==> src/rtl/ball_motion.sv <==
// ball_motion: moves the game ball through a ballistic flight, one step per
// video frame, holds it after landing and then returns it to the start spot.
// Optional feature macro: BALL_BOUNCE_EN (floor hits rebound with half speed
// until the downward speed drops below 2 px/frame).
module ball_motion #(
    parameter int START_X     = 100,
    parameter int START_Y     = 400,
    parameter int BALL_SIZE   = 16,
    parameter int FLOOR_Y     = 464,
    parameter int RIGHT_X     = 624,
    parameter int HOLD_FRAMES = 60
) (
    input  logic       clk,
    input  logic       reset,
    input  logic       frame_tick,
    input  logic       launch,
    input  logic [3:0] launch_vx,
    input  logic [4:0] launch_vy,
    output logic [9:0] ball_x,
    output logic [9:0] ball_y,
    output logic       in_flight,
    output logic       shot_done
);

    typedef enum logic [1:0] {
        ST_IDLE   = 2'd0,
        ST_FLIGHT = 2'd1,
        ST_LANDED = 2'd2
    } state_t;

    localparam int CNT_W = (HOLD_FRAMES > 1) ? $clog2(HOLD_FRAMES) : 1;
    localparam logic [CNT_W-1:0] HOLD_LAST = CNT_W'(HOLD_FRAMES - 1);
    localparam logic [9:0] X_START = 10'(START_X);
    localparam logic [9:0] Y_START = 10'(START_Y);
    localparam logic signed [10:0] X_LIM = 11'(RIGHT_X - BALL_SIZE);
    localparam logic signed [10:0] Y_LIM = 11'(FLOOR_Y - BALL_SIZE);

    state_t                state_r, state_next_s;
    logic [9:0]            x_r, x_next_s;
    logic [9:0]            y_r, y_next_s;
    logic [3:0]            vx_r, vx_next_s;
    logic signed [7:0]     vy_r, vy_next_s;
    logic [CNT_W-1:0]      cnt_r, cnt_next_s;
    logic                  in_flight_r, in_flight_next_s;
    logic                  shot_r, shot_next_s;
    logic                  landed_s;
    logic signed [10:0]    sum_x_s;
    logic signed [10:0]    sum_y_s;
    logic signed [7:0]     vy_inc_s;

    // Candidate positions and gravity-updated speed for the current frame.
    always_comb begin
        sum_x_s = $signed({1'b0, x_r}) + $signed({7'b0000000, vx_r});
        sum_y_s = $signed({1'b0, y_r}) + $signed({{3{vy_r[7]}}, vy_r});
        if (vy_r >= 8'sd31) begin
            vy_inc_s = 8'sd31;
        end else begin
            vy_inc_s = vy_r + 8'sd1;
        end
    end

    // Next-state and datapath decisions for the three-state motion FSM.
    always_comb begin
        state_next_s = state_r;
        x_next_s     = x_r;
        y_next_s     = y_r;
        vx_next_s    = vx_r;
        vy_next_s    = vy_r;
        cnt_next_s   = cnt_r;
        shot_next_s  = 1'b0;
        landed_s     = 1'b0;
        case (state_r)
            ST_IDLE: begin
                x_next_s   = X_START;
                y_next_s   = Y_START;
                cnt_next_s = '0;
                // A launch wins over a coincident frame tick: no motion this frame.
                if (launch) begin
                    vx_next_s    = launch_vx;
                    vy_next_s    = -$signed({3'b000, launch_vy});
                    state_next_s = ST_FLIGHT;
                end else begin
                    state_next_s = ST_IDLE;
                end
            end
            ST_FLIGHT: begin
                if (frame_tick) begin
                    vy_next_s = vy_inc_s;
                    if (sum_x_s >= X_LIM) begin
                        x_next_s = X_LIM[9:0];
                        landed_s = 1'b1;
                    end else begin
                        x_next_s = sum_x_s[9:0];
                    end
                    if (sum_y_s < 11'sd0) begin
                        y_next_s  = 10'd0;
                        vy_next_s = 8'sd0;
                    end else if (sum_y_s >= Y_LIM) begin
                        y_next_s = Y_LIM[9:0];
`ifdef BALL_BOUNCE_EN
                        // Rebound at half speed; a slow ball just settles.
                        if (vy_r < 8'sd2) begin
                            landed_s = 1'b1;
                        end else begin
                            vy_next_s = -(vy_r >>> 1);
                        end
`else
                        landed_s = 1'b1;
`endif
                    end else begin
                        y_next_s = sum_y_s[9:0];
                    end
                    if (landed_s) begin
                        state_next_s = ST_LANDED;
                        shot_next_s  = 1'b1;
                        cnt_next_s   = '0;
                    end else begin
                        state_next_s = ST_FLIGHT;
                    end
                end else begin
                    state_next_s = ST_FLIGHT;
                end
            end
            ST_LANDED: begin
                if (frame_tick) begin
                    if (cnt_r == HOLD_LAST) begin
                        state_next_s = ST_IDLE;
                        cnt_next_s   = '0;
                        x_next_s     = X_START;
                        y_next_s     = Y_START;
                    end else begin
                        cnt_next_s   = cnt_r + {{(CNT_W-1){1'b0}}, 1'b1};
                    end
                end else begin
                    state_next_s = ST_LANDED;
                end
            end
            default: begin
                state_next_s = ST_IDLE;
                x_next_s     = X_START;
                y_next_s     = Y_START;
                cnt_next_s   = '0;
            end
        endcase
        in_flight_next_s = (state_next_s == ST_FLIGHT);
    end

    // State and datapath registers; synchronous reset overrides everything.
    always_ff @(posedge clk) begin
        if (reset) begin
            state_r     <= ST_IDLE;
            x_r         <= X_START;
            y_r         <= Y_START;
            vx_r        <= 4'd0;
            vy_r        <= 8'sd0;
            cnt_r       <= '0;
            in_flight_r <= 1'b0;
            shot_r      <= 1'b0;
        end else begin
            state_r     <= state_next_s;
            x_r         <= x_next_s;
            y_r         <= y_next_s;
            vx_r        <= vx_next_s;
            vy_r        <= vy_next_s;
            cnt_r       <= cnt_next_s;
            in_flight_r <= in_flight_next_s;
            shot_r      <= shot_next_s;
        end
    end

    assign ball_x    = x_r;
    assign ball_y    = y_r;
    assign in_flight = in_flight_r;
    assign shot_done = shot_r;

endmodule

==> config.mk <==
export PLATFORM = sky130hd
export DESIGN_NAME = ball_motion
export DESIGN_NICKNAME = d
export VERILOG_FILES = /design/src/rtl/ball_motion.sv
export SDC_FILE = /design/constraint.sdc
export NUM_CORES = 1
export LEC_CHECK = 0
export ABC_AREA = 1
export CORE_MARGIN = 5
export CORE_UTILIZATION = 30
export CTS_CLUSTER_SIZE = 25
export DETAILED_ROUTE_END_ITERATION = 7
export GPL_ROUTABILITY_DRIVEN = 0
export HOLD_SLACK_MARGIN = 0.12
export REMOVE_ABC_BUFFERS = 1
export SYNTH_ARGS = -nofsm -noshare
export SYNTH_HDL_FRONTEND = slang
export SYNTH_SLANG_ARGS = --single-unit
==> constraint.sdc <==
create_clock -name clk -period 2.9 [get_ports clk]
set_input_delay 0.435 -clock clk [delete_from_list [all_inputs] [get_ports clk]]
set_output_delay 0.435 -clock clk [all_outputs]
set_load 0.02 [all_outputs]
# Word-level counts from Yosys, hierarchy flattened
# Cells that the tools add are included.
[totals] inputBits=13 wordCells=68 ff_bits=42
[classes] n_eq_ne=9 n_bitwise=2 n_addsub=5 muxes=33 order_cmp=4 n_reduce_logical=7
[ops] cell="10-bit two-way mux" n=9
[ops] cell="10-bit one-hot mux with 2 select lines" n=2
[ops] cell="8-bit two-way mux" n=4
[ops] cell="6-bit two-way mux" n=4
[ops] cell="8-bit one-hot mux with 2 select lines" n=1
[ops] cell="6-bit one-hot mux with 2 select lines" n=1
[ops] cell="10-bit by 4-bit adder with 11-bit output" n=1
[ops] cell="11-bit by 8-bit adder with 11-bit output" n=1
[ops] cell="11-bit by 10-bit >= comparator with 1-bit output, second input constant" n=1
[ops] cell="11-bit >= comparator, second input constant" n=1
[ops] cell="11-bit by 1-bit < comparator with 1-bit output, second input constant" n=1
[ops] cell="2-bit inequality test, second input constant" n=5
[ops] cell="3-bit AND reduction" n=3
[ops] cell="8-bit by 2-bit adder with 8-bit output, second input constant" n=1
[ops] cell="8-bit by 6-bit >= comparator with 1-bit output, second input constant" n=1
[ops] cell="2-bit two-way mux" n=4
[ops] cell="5-bit negation with 8-bit output" n=1
[ops] cell="1-bit two-way mux" n=7
[ops] cell="6-bit by 1-bit adder with 6-bit output, second input constant" n=1
[ops] cell="6-bit == test, second input constant" n=1
[ops] cell="2-bit one-hot mux with 3 select lines" n=1
[ops] cell="2-bit by 1-bit == test with 1-bit output, second input constant" n=2
[ops] cell="3-bit OR reduction" n=1
[ops] cell="2-bit == test, second input constant" n=1
[ops] cell="4 further kinds" n=5

# Longest topological paths before layout
[depth] depth_word=11 mapped_depth=17 depth_no_buf=17

# Worst setup path before layout
# Ideal clock, no wire load.
[synth_timing] path_type="flip-flop to flip-flop" start="reg x_r[0] (netlist: ball_x[0])" end="reg x_r[6] (netlist: ball_x[6])" arrival_time_ns=1.962 n_path_buf=1 required_time_ns=2.781 path_stages_with_launch=14 setup_slack_ns=0.819 cell_sequence="dfxtp_1 -> ha_1 -> fa_1 -> nand3_1 -> nand2_2 -> nand3_1 -> nand2_1 -> nor2_1 -> nand2_2 -> nand2_4 -> buf_6 -> nand3_2 -> a21oi_1 -> o21ai_1"
[synth_between] elab_chain_len=5
[synth_rtl] element="start, declared" line="39" source="logic [9:0] x_r, x_next_s;"
[synth_rtl] element="start signal, assigned" line="161" source="x_r <= x_next_s;"
[synth_rtl] element="10-bit by 4-bit adder with 11-bit output *" line="53" source="sum_x_s = $signed({1'b0, x_r}) + $signed({7'b0000000, vx_r});"
[synth_rtl] element="11-bit >= comparator" line="89" source="if (sum_x_s >= X_LIM) begin"
[synth_rtl] element="10-bit two-way mux *" line="89"
[synth_rtl] element="10-bit two-way mux *" line="87" source="if (frame_tick) begin"
[synth_rtl] element="10-bit one-hot mux with 2 select lines *" line="72" source="case (state_r)"
# Mark *: on every way between the ends. The rest lies on a longest branch, timed or not. The select of a mux whose other input is x is not followed.
# A chain may end at the register's enable or synchronous reset.

# Worst setup path in the final report
[layout_timing] start="reg vy_r[0]" end="reg cnt_r[0]"
[layout_between] elab_chain_len=8
[layout_rtl] element="start, declared" line="42" source="logic signed [7:0] vy_r, vy_next_s;"
[layout_rtl] element="start signal, assigned" line="164" source="vy_r <= vy_next_s;"
[layout_rtl] element="11-bit by 8-bit adder with 11-bit output *" line="54" source="sum_y_s = $signed({1'b0, y_r}) + $signed({{3{vy_r[7]}}, vy_r});"
[layout_rtl] element="11-bit by 10-bit >= comparator with 1-bit output" line="98" source="end else if (sum_y_s >= Y_LIM) begin"
[layout_rtl] element="1-bit two-way mux" line="98"
[layout_rtl] element="1-bit two-way mux *" line="95" source="if (sum_y_s < 11'sd0) begin"
[layout_rtl] element="1-bit two-way mux *" line="87"
[layout_rtl] element="1-bit two-way mux *" line="72"
[layout_rtl] element="2-bit inequality test (no line) *"
[layout_rtl] element="3-bit AND reduction (no line) *"
[layout_rtl] element="end signal, assigned" line="165" source="cnt_r <= cnt_next_s;"
[layout_rtl] element="end, declared" line="43" source="logic [CNT_W-1:0] cnt_r, cnt_next_s;"
# Marked as above.

==> flow_results.xml <==
<?xml version="1.0" encoding="UTF-8"?>
<metrics>
  <group name="sta">
    <metric name="final_max_slew_viol_count" unit="">0</metric>
    <metric name="final_min_period_over_clock_period" unit="">0.787</metric>
    <metric name="post-route-min-period" unit="ns">2.28</metric>
    <metric name="fin_skew" unit="ns">0.00629</metric>
    <metric name="setup-tns-final" unit="ns">0</metric>
    <metric name="slew_headroom" unit="">0.547</metric>
    <metric name="timing.fmax" unit="GHz">0.438</metric>
    <metric name="worst-slew-pin-transition" unit="ns">0.678</metric>
    <metric name="timing.final.hold_violations" unit="">0</metric>
    <metric name="setup_viol" unit="">0</metric>
    <metric name="rsz_0062_raised_after_global_routing" unit="">false</metric>
  </group>
  <group name="final_layout">
    <metric name="filler_cell_count" unit="">1105</metric>
    <metric name="p_r_area_growth_vs_syn" unit="%">18.5</metric>
    <metric name="count_of_antenna_diodes_in_the_layout" unit="">0</metric>
    <metric name="post_route_cells_drive_above_1_share" unit="">0.115</metric>
    <metric name="layout.nets" unit="">518</metric>
    <metric name="final_core_utilization" unit="">0.365</metric>
  </group>
  <group name="clock_network">
    <metric name="clock-root-buffer" unit="">clkbuf_8</metric>
    <metric name="numCtsBuffers" unit="">5</metric>
    <metric name="clockBufferDepth" unit="">2</metric>
    <metric name="clkTransAtPathRegs" unit="ns">0.09</metric>
    <metric name="hold_buffers" unit="">0</metric>
    <metric name="cts_tree" unit="">done</metric>
    <metric name="htree_levels" unit="">2</metric>
    <metric name="cts_repair_resize_count" unit="">0</metric>
    <metric name="clkLatencyLatePin" unit="ns">0.30</metric>
    <metric name="post-cts-setup-buffer-count" unit="">0</metric>
    <metric name="clock_sink_count" unit="">42</metric>
  </group>
  <group name="power_and_ir_drop">
    <metric name="pwr_density_cell" unit="nW/um2">549</metric>
    <metric name="p_leak" unit="nW">1.71</metric>
    <metric name="power.ir.vdd_worst" unit="mV">0.310</metric>
  </group>
  <group name="setup_path">
    <metric name="criticalPathCategory" unit="">flip-flop to flip-flop</metric>
    <metric name="start_kind" unit="">flip-flop</metric>
    <metric name="worstPathArrival" unit="ns">2.49</metric>
    <metric name="timing.critical_path.mode_cell" unit="">nand2_1</metric>
    <metric name="slowest_stage" unit="">fa_1</metric>
    <metric name="worstPathRequired" unit="ns">3.10</metric>
    <metric name="cp_slowest_stage_delay" unit="ns">0.44</metric>
    <metric name="critical_path_cell_list" unit="">ha_1 -&gt; fa_1 -&gt; nand2_1 -&gt; nand3_2 -&gt; nand2_1 -&gt; nand3_2 -&gt; nand2_2 -&gt; nand2_2 -&gt; nand2_4 -&gt; nand3_4 -&gt; nand3_4 -&gt; nand2_1 -&gt; inv_1 -&gt; nor2_1</metric>
    <metric name="critPathMaxFanout" unit="">12</metric>
    <metric name="setup.worst_path.end_class" unit="">flip-flop</metric>
  </group>
  <group name="drt">
    <metric name="detail_route.drc_violations" unit="">0</metric>
    <metric name="first_pass_iters" unit="">4</metric>
    <metric name="detailroute.via_count" unit="">2923</metric>
    <metric name="initialDrtViolationCount" unit="">185</metric>
    <metric name="route.detailed.wl_per_inst" unit="um">12.2</metric>
    <metric name="route.antenna.remaining_nets" unit="">0</metric>
    <metric name="route.detailed.vias_per_inst" unit="">4.71</metric>
    <metric name="postRouteWirelength" unit="um">7540</metric>
  </group>
  <group name="yosys">
    <metric name="netlist_cell_types" unit="">35</metric>
    <metric name="synth-seq-cells" unit="">42</metric>
    <metric name="ys_seq_area_frac" unit="">0.278</metric>
    <metric name="synthCells" unit="">453</metric>
    <metric name="syn-mean-instance-area" unit="um2">6.68</metric>
    <metric name="synth.cell_area" unit="um2">3020</metric>
    <metric name="ys_warn_count" unit="">0</metric>
  </group>
  <group name="run_status">
    <metric name="outcome" unit="">finished clean</metric>
  </group>
  <group name="global_routing">
    <metric name="first_global_vias" unit="">2799</metric>
    <metric name="wire_length_of_the_first_global_routing_pass" unit="um">13100</metric>
    <metric name="antenna_found_initial" unit="">0</metric>
    <metric name="largest_net_degree_at_the_start_of_global_routing" unit="">23</metric>
    <metric name="gr-total-overflow" unit="">0</metric>
    <metric name="grt_util_all_layers" unit="">0.125</metric>
  </group>
  <group name="die">
    <metric name="die_area" unit="um2">12200</metric>
    <metric name="floorplan.rows" unit="">36</metric>
    <metric name="die_w" unit="um">110</metric>
    <metric name="starting_density_of_the_core" unit="">0.308</metric>
    <metric name="design.portCount" unit="">35</metric>
    <metric name="design.core.area" unit="um2">9820</metric>
    <metric name="die_height" unit="um">110</metric>
  </group>
  <group name="run">
    <metric name="max_cap_violations" unit="">0</metric>
  </group>
  <group name="placed_design">
    <metric name="place.detailed.hpwl" unit="um">5740</metric>
    <metric name="port_buffers" unit="">34</metric>
  </group>
  <group name="hold_path">
    <metric name="tightest_hold_check_type" unit="">flip-flop to flip-flop</metric>
  </group>
</metrics>
flip-flops by register name, indices dropped and copies added, names as in the netlist:
name	cells
ball_x	10
vx_r	4
shot_done	1
in_flight	1
state_r	2
cnt_r	6
vy_r	8
ball_y	10
per-layer routing:
metal	up-vias	global-route usage	part of all wire	wire [um]
met2	63	0.198	0.45	3420
met3	9	0.0257	0.050	378
li1	1545	-	-	-
met5	-	0	0	0
met4	0	0.0296	0.011	85
met1	1306	0.173	0.49	3660
metrics by stage:
stage / area [um2] / total power [W] / std cells / hold slack [ns] / setup WS [ns]
floorplan: 2960 / 0.00135 / 441 / 0.482 / 0.781
detailed placement: 3500 / 0.00158 / 612 / 0.467 / 0.617
global placement: 3500 / 0.00158 / 612 / 0.458 / 0.659
global route: 3580 / 0.00214 / 620 / 0.514 / 0.403
finish: 3580 / 0.00197 / 620 / 0.475 / 0.617
CTS: 3580 / 0.00199 / 620 / 0.480 / 0.608
layout by cell type (no fill, tap or decap), types with 2 or more instances in the layout:
cell / count
a31oi_1: 10
nor2_1: 35
nand3_1: 40
nand3_4: 2
fa_1: 2
xor2_1: 6
ha_1: 17
o21ai_1: 6
xnor2_1: 2
inv_1: 62
o21ai_0: 18
nand2_2: 14
nor3_1: 5
or2_2: 2
clkbuf_8: 5
a21oi_1: 26
nor2_4: 3
buf_4: 4
nand4_1: 13
nor2_2: 3
dfxtp_1: 42
o211ai_1: 3
nand2_1: 105
clkdlybuf4s50_1: 34
inv_2: 6
nand3_2: 8
nand2_4: 5
kinds of logic (layout without fill, tap and decap cells):
family | count (synthesis) | count (layout) | synth area share
compound gates | 68 | 68 | 0.124
xor+xnor | 8 | 8 | 0.0232
flops | 42 | 42 | 0.278
fa+ha+maj | 19 | 19 | 0.0836
buf+inv | 80 | 114 | 0.105
simple gates | 236 | 236 | 0.386
final cells by class:
cell class	instances	area, um2	area share
inverters	68	255	0.0712
repair buffers	38	370	0.103
well taps	133	166	0.0464
multi-input cells	331	1860	0.520
flip-flops and latches	42	841	0.235
clock inverters	2	13.8	0.00384
clock buffers	6	72.6	0.0203
path summary, 6_finish.rpt:
path	slack, ns	start	to	cells after the start
setup / recovery	0.62	vy_r[0]	cnt_r[0]	14
hold / removal	0.47	ball_y[9]	ball_y[9]	2
setup reg to reg	0.62	vy_r[0]	cnt_r[0]	14
hold reg to reg	0.47	ball_y[9]	ball_y[9]	2
Yosys cell counts:
library cell  number  area share
nor3_2             1      0.0033
a21oi_1           26       0.043
nor2_2             3      0.0062
o21ai_1            6      0.0099
nor3_1             5      0.0083
inv_2              6      0.0074
nor2_1            35       0.043
fa_1               2       0.013
ha_1              17       0.070
inv_1             62       0.077
nand3_2            8       0.026
nand2_2           14       0.029
nand3_1           40       0.066
xnor2_1            2      0.0058
nand4_1           13       0.027
o21ai_0           18       0.030
nand3_4            2       0.012
o21bai_1           1      0.0025
buf_4              2      0.0050
buf_2              3      0.0050
a22oi_1            1      0.0025
nand2_4            5       0.019
o2111ai_1          1      0.0029
o211ai_1           3      0.0074
buf_6              1      0.0037
clkbuf_1           5      0.0062
nand2_1          105        0.13
a21oi_2            1      0.0029
a31oi_1           10       0.021
dfxtp_1           42        0.28
nor2_4             3       0.011
xor2_1             6       0.017
a21o_1             1      0.0025
or2_2              2      0.0041
buf_1              1      0.0012
worst max-delay path, delay by kind of cell (launching register included):
kind                       cells  cell delay, ns
DFF                            1            0.37
buffers and inverters          1            0.05
adders and majority gates      2            0.68
and+or+nand+nor               11            1.09
power breakdown:
part	leakage, nW	internal (W)	switching (W)
clock network	0.0452	0.000170	0.000219
logic	1.32	0.000297	0.000546
registers	0.344	0.000651	0.0000825
Power figures use the tool's default switching activity.
